## config.mk

```make
export PLATFORM = sky130hd
export DESIGN_NAME = adaptive_threshold_scheduler
export DESIGN_NICKNAME = d
export VERILOG_FILES = /design/src/rtl/adaptive_threshold_scheduler.sv
export SDC_FILE = /design/constraint.sdc
export NUM_CORES = 1
export LEC_CHECK = 0
export CAP_MARGIN = 5
export CORE_UTILIZATION = 47
export CTS_CLUSTER_DIAMETER = 80
export DETAILED_ROUTE_END_ITERATION = 10
export PLACE_DENSITY = 0.88
export SETUP_SLACK_MARGIN = 0.3
export SLEW_MARGIN = 20
export SYNTH_ARGS = -nofsm -noshare
export SYNTH_HDL_FRONTEND = slang
export SYNTH_SLANG_ARGS = --single-unit
```

## constraint.sdc

```tcl
create_clock -name clock -period 4 [get_ports clock]
set_input_delay 0.8 -clock clock [delete_from_list [all_inputs] [get_ports clock]]
set_output_delay 0.8 -clock clock [all_outputs]
set_load 0.005 [all_outputs]
```

## src/rtl/adaptive_threshold_scheduler.sv

```systemverilog
// Adaptive threshold scheduler: staggers filter worker launch and
// round-robin arbitrates their pixel writes into a framebuffer port.
module adaptive_threshold_scheduler #(
   parameter int NUM_PARALLEL = 4,
   parameter int WIDTH_BITS   = 8,
   parameter int HEIGHT_BITS  = 8,
   parameter int C_BITS       = 5,
   parameter int COLOR_BITS   = 3,
   parameter int LAUNCH_GAP   = 1
) (
   input  logic                              clock,
   input  logic                              reset,
   input  logic                              start,
   input  logic [C_BITS-1:0]                 i_c,
   input  logic                              i_invert,
   output logic [NUM_PARALLEL-1:0]           o_enable,
   output logic [C_BITS-1:0]                 o_c,
   input  logic [NUM_PARALLEL-1:0]           i_finished,
   input  logic [NUM_PARALLEL-1:0]           i_req_valid,
   input  logic [NUM_PARALLEL*WIDTH_BITS-1:0]  i_req_x,
   input  logic [NUM_PARALLEL*HEIGHT_BITS-1:0] i_req_y,
   input  logic [NUM_PARALLEL-1:0]           i_req_data,
   output logic [NUM_PARALLEL-1:0]           o_req_ready,
   output logic [WIDTH_BITS-1:0]             o_x,
   output logic [HEIGHT_BITS-1:0]            o_y,
   output logic [COLOR_BITS-1:0]             o_r,
   output logic [COLOR_BITS-1:0]             o_g,
   output logic [COLOR_BITS-1:0]             o_b,
   output logic                              o_wren,
   output logic [1:0]                        o_state,
   output logic                              o_busy,
   output logic                              o_done,
   output logic [31:0]                       o_cycles
);

   localparam int PW = (NUM_PARALLEL > 1) ? $clog2(NUM_PARALLEL) : 1;
   localparam int GW = $clog2(LAUNCH_GAP + 1);

   typedef enum logic [1:0] {
      S_IDLE   = 2'd0,
      S_LAUNCH = 2'd1,
      S_RUN    = 2'd2,
      S_DONE   = 2'd3
   } state_t;

   state_t                  state_q, state_d;
   logic [NUM_PARALLEL-1:0] en_q, en_d;
   logic [C_BITS-1:0]       c_q, c_d;
   logic                    inv_q, inv_d;
   logic [PW-1:0]           ptr_q, ptr_d;
   logic [PW-1:0]           idx_q, idx_d;
   logic [GW-1:0]           gap_q, gap_d;
   logic [31:0]             cyc_q, cyc_d;
   logic                    wren_q, wren_d;
   logic [WIDTH_BITS-1:0]   x_q, x_d;
   logic [HEIGHT_BITS-1:0]  y_q, y_d;
   logic [COLOR_BITS-1:0]   col_q, col_d;
   logic                    done_q, done_d;

   logic                    active;
   logic                    launch_adv;
   logic                    launch_fin;
   logic                    run_fin;
   logic                    gnt_vld;
   logic [PW-1:0]           gnt_idx;

   assign launch_adv = (int'(gap_q) == LAUNCH_GAP - 1);
   // Leave LAUNCH on the same edge that raises the last enable.
   assign launch_fin = (int'(idx_q) == NUM_PARALLEL - 1) ||
                       (launch_adv && (int'(idx_q) == NUM_PARALLEL - 2));
   assign run_fin    = (&i_finished) && !(|i_req_valid);

   always_ff @(posedge clock or posedge reset) begin
      if (reset) state_q <= S_IDLE;
      else       state_q <= state_d;
   end

   always_comb begin
      state_d = state_q;
      unique case (state_q)
         S_IDLE:   if (start) state_d = S_LAUNCH;
         S_LAUNCH: if (launch_fin) state_d = S_RUN;
         S_RUN:    if (run_fin) state_d = S_DONE;
         S_DONE:   if (!start) state_d = S_IDLE;
         default:  state_d = S_IDLE;
      endcase
   end

   always_comb begin
      active      = (state_q == S_LAUNCH) || (state_q == S_RUN);
      o_busy      = active;
      o_state     = state_q;
      o_req_ready = '0;
      if (active && gnt_vld) o_req_ready[gnt_idx] = 1'b1;
   end

   // First valid worker at or after the pointer, wrapping.
   always_comb begin : arb_blk
      int j;
      j       = 0;
      gnt_vld = 1'b0;
      gnt_idx = '0;
      for (int i = 0; i < NUM_PARALLEL; i++) begin
         j = int'(ptr_q) + i;
         if (j >= NUM_PARALLEL) j = j - NUM_PARALLEL;
         if (!gnt_vld && i_req_valid[j]) begin
            gnt_vld = 1'b1;
            gnt_idx = PW'(j);
         end
      end
   end

   always_comb begin
      en_d   = en_q;
      c_d    = c_q;
      inv_d  = inv_q;
      ptr_d  = ptr_q;
      idx_d  = idx_q;
      gap_d  = gap_q;
      cyc_d  = cyc_q;
      wren_d = 1'b0;
      x_d    = x_q;
      y_d    = y_q;
      col_d  = col_q;
      done_d = 1'b0;
      if (active && cyc_q != '1) cyc_d = cyc_q + 32'd1;
      unique case (state_q)
         S_IDLE: begin
            if (start) begin
               c_d   = i_c;
               inv_d = i_invert;
               cyc_d = '0;
               en_d  = '0;
               en_d[0] = 1'b1;
               idx_d = '0;
               gap_d = '0;
            end
         end
         S_LAUNCH: begin
            if (launch_adv) begin
               gap_d = '0;
               if (int'(idx_q) < NUM_PARALLEL - 1) begin
                  idx_d = idx_q + PW'(1);
                  for (int k = 0; k < NUM_PARALLEL; k++)
                     if (k == int'(idx_q) + 1) en_d[k] = 1'b1;
               end
            end else begin
               gap_d = gap_q + GW'(1);
            end
         end
         S_RUN: begin
            if (run_fin) begin
               en_d   = '0;
               done_d = 1'b1;
            end
         end
         default: ;
      endcase
      if (active && gnt_vld) begin
         wren_d = 1'b1;
         x_d    = i_req_x[gnt_idx*WIDTH_BITS +: WIDTH_BITS];
         y_d    = i_req_y[gnt_idx*HEIGHT_BITS +: HEIGHT_BITS];
         col_d  = {COLOR_BITS{i_req_data[gnt_idx] ^ inv_q}};
         ptr_d  = (int'(gnt_idx) == NUM_PARALLEL - 1) ? '0 : gnt_idx + PW'(1);
      end
   end

   always_ff @(posedge clock or posedge reset) begin
      if (reset) begin
         en_q   <= '0;
         c_q    <= '0;
         inv_q  <= 1'b0;
         ptr_q  <= '0;
         idx_q  <= '0;
         gap_q  <= '0;
         cyc_q  <= '0;
         wren_q <= 1'b0;
         x_q    <= '0;
         y_q    <= '0;
         col_q  <= '0;
         done_q <= 1'b0;
      end else begin
         en_q   <= en_d;
         c_q    <= c_d;
         inv_q  <= inv_d;
         ptr_q  <= ptr_d;
         idx_q  <= idx_d;
         gap_q  <= gap_d;
         cyc_q  <= cyc_d;
         wren_q <= wren_d;
         x_q    <= x_d;
         y_q    <= y_d;
         col_q  <= col_d;
         done_q <= done_d;
      end
   end

   assign o_enable = en_q;
   assign o_c      = c_q;
   assign o_x      = x_q;
   assign o_y      = y_q;
   assign o_r      = col_q;
   assign o_g      = col_q;
   assign o_b      = col_q;
   assign o_wren   = wren_q;
   assign o_done   = done_q;
   assign o_cycles = cyc_q;

endmodule
```

## Word level (Yosys, flattened, before mapping)

Cells that the tools add are included.

- Add/sub/neg operators: 12
- Order comparisons: 11
- Equal/unequal tests: 20
- Shift operators: 2
- Muxes and demuxes: 57
- Bitwise gates (word level): 2
- Reduce and logical (&&, ||, !) cells: 28

Operators with widths:

| kind | number |
|---|---|
| 32-bit two-way mux | 7 |
| 32-bit by 4-bit less-than comparator with 1-bit output, second input constant | 4 |
| 32-bit by 6-bit indexed part select with 8-bit output | 2 |
| 32-bit by 1-bit adder with 32-bit output, second input constant | 1 |
| 2-bit by 32-bit == test with 1-bit output, first input constant | 1 |
| 3-bit by 32-bit == test with 1-bit output, first input constant | 1 |
| 32-bit zero test | 1 |
| 32-bit != test, second input constant | 1 |
| 2-bit two-way mux | 12 |
| 6-bit AND reduction | 4 |
| 1-bit two-way mux | 23 |
| 4-bit two-way mux | 5 |
| 4-bit one-hot mux with 3 select lines | 1 |
| 4-bit AND reduction | 3 |
| 3-bit by 3-bit subtractor with 4-bit output, second input constant | 3 |
| 1-bit binary-select mux with 2-bit select | 5 |
| 2-bit by 1-bit != test with 1-bit output, second input constant | 5 |
| 2-bit != test, second input constant | 5 |
| 3-bit greater-or-equal comparator, second input constant | 3 |
| 1-bit logical AND | 8 |
| 2-bit one-hot mux with 4 select lines | 1 |
| 2-bit by 1-bit adder with 3-bit output, second input constant | 2 |
| 2-bit by 2-bit adder with 3-bit output, second input constant | 2 |
| 2-bit by 1-bit == test with 1-bit output, second input constant | 3 |
| 21 further kinds | 29 |

- Register bits: 68
- Input port bits: 85
- Logic and storage cells: 148

## Depth between registers and ports, before layout

- Word-level depth: 20
- Depth in mapped cells: 8
- Depth with buffers taken out: 8

## Least setup slack after synthesis

OpenSTA, ideal clock, no wires.

- Path kind: input to output
- From: in i_req_valid[2]
- To: out o_req_ready[2]
- Data arrival time: 2035 ps
- Path slack: 1165 ps
- Stages on the path: 7
- Buffers on the path: 1
- Path through: nor2b_1 a221o_1 o21ai_2 inv_2 buf_2 ha_1 and3_2

- Cells in the longest elaborated chain, start to end: 18
- Elaborated cells on any way between the ends: 33

RTL lines:

| element | RTL line | text |
|---|---|---|
| start, declared | 19 | `input logic [NUM_PARALLEL-1:0] i_req_valid,` |
| 1-bit binary-select mux with 2-bit select | 106 | `if (!gnt_vld && i_req_valid[j]) begin` |
| 1-bit two-way mux (not written as such) (2 in a row) | 106 |  |
| 1-bit two-way mux | 106 |  |
| 1-bit zero test | 106 |  |
| 1-bit logical AND | 106 |  |
| 1-bit two-way mux | 106 |  |
| 1-bit zero test | 106 |  |
| 1-bit logical AND | 106 |  |
| 1-bit two-way mux | 106 |  |
| 1-bit zero test | 106 |  |
| 1-bit logical AND | 106 |  |
| 2-bit two-way mux | 106 |  |
| 2-bit by 3-bit less-than comparator with 1-bit output (not written as such) / 2-bit by 1-bit greater-or-equal comparator with 1-bit output (equally long branches) | 94 | `if (active && gnt_vld) o_req_ready[gnt_idx] = 1'b1;` |
| 1-bit logical AND (not written as such) | 94 |  |
| 1-bit two-way mux (not written as such) | 94 |  |
| 1-bit demux with 2-bit select | 94 |  |
| 4-bit two-way mux (*) | 94 |  |
| end, declared | 23 | `output logic [NUM_PARALLEL-1:0] o_req_ready,` |

Mark *: on every way between the ends. The rest lies on a longest branch, timed or not. The select of a mux whose other input is x is not followed.

## Worst setup path in the final report

- From: in i_req_valid[0]
- To: out o_req_ready[2]

Same word-level chain as after synthesis.

==> run_results.csv <==
group,metric,value,unit
route,firstDrtPassIters,6,
critical_path,slowest_cell_on_the_critical_path,"sky130_fd_sc_hd__clkdlybuf4s50_1",
layout,insertedDiodeCount,0,
clock_tree,ctsLongestPathBuffers,2,
timing,rsz0062_at_grt,"false",
critical_path,critical_path.n_buffers_inverters,3,
route,postRouteAntennaNets,0,
clock_tree,clk_transition_reported_paths,0.06,ns
timing,report.final.slew_viol_count,0,
route,detail_route.wl_per_cell,15.75,um
critical_path,setup.worst_path.start_class,"input pin",
critical_path,timing.critical_path.to_type,"output pin",
global_routing,grt_max_degree,48,
clock_tree,worstSkewPairLatency,0.34,ns
timing,slew_at_the_pin_with_the_worst_max_slew_slack,0.8102,ns
synth,post_synth_inst_count,395,
min_path,timing.hold.worst.class,"reg -> reg",
global_routing,grt_total_usage,0.2412,
power_and_ir_drop,power-per-cell-area,578.1,nW/um2
floorplan,floorplan.initialDensity,0.4841,
placed_design,number_of_placed_instances_with_taps_included,644,
synth,synth_top_flop_cell,"sky130_fd_sc_hd__dfrtp_1",
synth,yosys_register_bits,67,
job,maxCapViolCount,0,
synth,synth_enable_flop_cells,0,
placed_design,post_dp_cell_area,5605,um2
clock_tree,holdBufCountCts,0,
route,drt_first_iter_violations,141,
global_routing,gr-max-usage-layer,"met2",
synth,synth-warning-count,0,
power_and_ir_drop,total_power,3.357,mW
critical_path,critPathRequiredTime,3.20,ns
floorplan,overall_die_height,93.76,um
critical_path,path_common_cell,"sky130_fd_sc_hd__clkdlybuf4s50_1",
status,outcome,"finished clean",
synth,synthArstFlopShare,1.000,
synth,synthDistinctLibCells,46,
synth,yosysSeqAreaShare,0.4236,
power_and_ir_drop,p_leak,2.591,nW
clock_tree,htree_num_levels,3,
timing,report.final.hold_viol_count,0,
layout,final.fill_count,621,
placed_design,finalWeightedCongestion,0.8583,
power_and_ir_drop,ir_drop,0.4213,mV
timing,final-setup-viol-count,0,
layout,most-common-layout-cells,"sky130_fd_sc_hd__clkdlybuf4s50_1 (158), sky130_fd_sc_hd__dfrtp_1 (67), sky130_fd_sc_hd__nor2_1 (39)",
timing,final.min_clock_period,3.630,ns
placed_design,port-buffer-count,159,
layout,fin_util,0.7103,
clock_tree,clock_tree_from_tritoncts,"built",
floorplan,die_w,93.76,um
floorplan,design.portCount,160,
synth,synth_top_area_share,0.4236,
route,via_count,3575,
floorplan,core.rowCount,33,
critical_path,data_arrival_time_of_the_critical_path,2.83,ns
timing,final_cycle_utilization_of_the_critical_path,0.9076,
synth,mappedNetlistNets,495,
critical_path,critical_path_maximum_fanout,6,
critical_path,worst_path_dominant_cell_family,"buffers and inverters",
timing,clock.fmax,275.5,MHz
timing,relSlewSlack,0.4592,
layout,area_growth_syn_to_layout,46.73,%
layout,multi_input_logic_area,2123,um2
floorplan,core_region_area,8175,um2
layout,layout_commonest_cell,"sky130_fd_sc_hd__clkdlybuf4s50_1",
global_routing,global_route_wire_length_before_repair,16.39,mm
route,routed_via_density,5.400,
synth,yosys-top-cells-area,"sky130_fd_sc_hd__dfrtp_1 (42%), sky130_fd_sc_hd__mux2i_1 (9.1%), sky130_fd_sc_hd__mux2_2 (7.1%), sky130_fd_sc_hd__xor2_1 (5.3%), sky130_fd_sc_hd__ha_1 (4.7%)",
layout,design_area,5807,um2
global_routing,initial_antenna_violation_count,0,
timing,fin_worst_skew,0.006881,ns
layout,finalNetCount,652,
global_routing,grt.met1_usage,0.2946,
route,wirelength,10.42,mm
synth,synth.largest_area_cell,"sky130_fd_sc_hd__dfrtp_1",
clock_tree,tritoncts_num_sinks,67,
clock_tree,cts.root.buffer_cell,"sky130_fd_sc_hd__clkbuf_8",
critical_path,critical-path-max-stage-delay,0.53,ns
timing,setup_tns,0,ns
synth,avgSynthCellArea,10.02,um2
layout,drive_above_1_share,0.1167,
layout,seq_area,1677,um2
global_routing,global_routing_met2_resource_utilization,0.4002,
global_routing,globalRoute.totalOverflow,0,
synth,netlist_area,3958,um2
layout,finalNonFillerCells,662,
floorplan,design.die.area,8791,um2
critical_path,critical_path.cell_chain,"clkdlybuf4s50_1 -> nand2_1 -> a221o_1 -> o21ai_4 -> inv_4 -> ha_1 -> and3_2 -> clkdlybuf4s50_1",
global_routing,globalRouteMet3Util,0.06634,
clock_tree,tritoncts.num_buffers,9,
global_routing,first_global_vias,3495,
route,number_of_remaining_drc_errors,0,
placed_design,place.detailed.hpwl,8.020,mm
critical_path,crit_type,"in -> out",
-- where the power goes --
group          switching, mW  total [mW]  internal, mW
Clock                  0.244       0.501         0.258
Sequential             0.170        1.06         0.887
Combinational          0.821        1.80         0.977
Total                   1.24        3.36          2.12
-- area by class of cell --
cell class | instances | area share
Multi-Input combinational cell | 296 | 0.3657
Sequential cell | 67 | 0.2887
Timing Repair Buffer | 168 | 0.2861
Clock buffer | 14 | 0.02801
Tap cell | 105 | 0.02262
Inverter | 10 | 0.007111
Clock inverter | 2 | 0.001724
-- state kept, by name (all words and copies together) (netlist names), 2 cells and up --
register,count
o_cycles,32
o_x,8
o_y,8
o_c,5
o_enable,4
idx_q,2
o_state,2
ptr_q,2
-- path summary, 6_finish.rpt --
| check | cells after the start | startpoint | endpoint | slack (ns) |
|---|---|---|---|---|
| min in group asynchronous | 2 | reset | o_x[3]$_DFFE_PP0P_ | 0.92 |
| max in group asynchronous | 3 | reset | o_cycles[13]$_DFF_PP0_ | 2.44 |
| hold / removal | 2 | o_y[7]$_DFFE_PP0P_ | o_y[7]$_DFFE_PP0P_ | 0.48 |
| hold reg to reg | 2 | o_y[7]$_DFFE_PP0P_ | o_y[7]$_DFFE_PP0P_ | 0.48 |
| setup / recovery | 8 | i_req_valid[0] | o_req_ready[2] | 0.37 |
| setup reg to reg | 7 | o_state[0]$_DFFE_PP0P_ | o_cycles[25]$_DFF_PP0_ | 1.37 |
-- routing by layer --
metal,part of all wire,up-vias
met1,0.42,1744
li1,-,1697
met5,0,-
met4,0.030,0
met3,0.046,27
met2,0.51,107
-- synthesized netlist by cell type, types with 2 or more instances --
| library cell | instances |
|---|---|
| sky130_fd_sc_hd__and3_1 | 7 |
| sky130_fd_sc_hd__nand3_1 | 13 |
| sky130_fd_sc_hd__and4_1 | 3 |
| sky130_fd_sc_hd__xor2_1 | 24 |
| sky130_fd_sc_hd__a31oi_1 | 2 |
| sky130_fd_sc_hd__clkbuf_1 | 6 |
| sky130_fd_sc_hd__nand4_1 | 18 |
| sky130_fd_sc_hd__nor2_1 | 39 |
| sky130_fd_sc_hd__o21ai_0 | 8 |
| sky130_fd_sc_hd__nand2_1 | 38 |
| sky130_fd_sc_hd__dfrtp_1 | 67 |
| sky130_fd_sc_hd__and2_1 | 4 |
| sky130_fd_sc_hd__and3_2 | 4 |
| sky130_fd_sc_hd__inv_2 | 2 |
| sky130_fd_sc_hd__buf_2 | 3 |
| sky130_fd_sc_hd__a21oi_1 | 11 |
| sky130_fd_sc_hd__mux2_2 | 25 |
| sky130_fd_sc_hd__a22o_1 | 3 |
| sky130_fd_sc_hd__nor3_1 | 3 |
| sky130_fd_sc_hd__o21ai_1 | 16 |
| sky130_fd_sc_hd__mux2i_1 | 36 |
| sky130_fd_sc_hd__ha_1 | 15 |
| sky130_fd_sc_hd__buf_4 | 11 |
| sky130_fd_sc_hd__inv_1 | 8 |
| sky130_fd_sc_hd__or3_1 | 6 |
| sky130_fd_sc_hd__o21bai_1 | 2 |
| sky130_fd_sc_hd__buf_1 | 2 |
-- cell families after synthesis --
kind of cell | synth area share
compound gates | 0.07335
xor+xnor | 0.05311
fa+ha+maj | 0.04742
buf+inv | 0.04173
flops | 0.4236
mux | 0.1622
simple gates | 0.1985
-- through the flow --
step                      worst slack (ns)  hold WS (ns)
after floorplan                      1.165        0.4720
after global placement              0.3557        0.4657
after detailed placement            0.2563        0.4758
after CTS                           0.3125        0.4908
after global routing                0.3044        0.5222
final                               0.3697        0.4830
-- worst reg2reg max path, stage by stage (launching register included) --
cell and delay, ns:
sky130_fd_sc_hd__dfrtp_1 0.44, sky130_fd_sc_hd__inv_1 0.12, sky130_fd_sc_hd__ha_1 0.64, sky130_fd_sc_hd__nand4_1 0.28
sky130_fd_sc_hd__nor4_4 0.32, sky130_fd_sc_hd__nand3_2 0.23, sky130_fd_sc_hd__or3_1 0.38, sky130_fd_sc_hd__a21oi_1 0.14
-- repair_timing --
item,4_1_cts,5_1_grt
pin swaps,0,1
setup buffers,0,2
setup endpoints to repair,2,3
resized for setup,2,1
(Power assumes the default switching activity.)
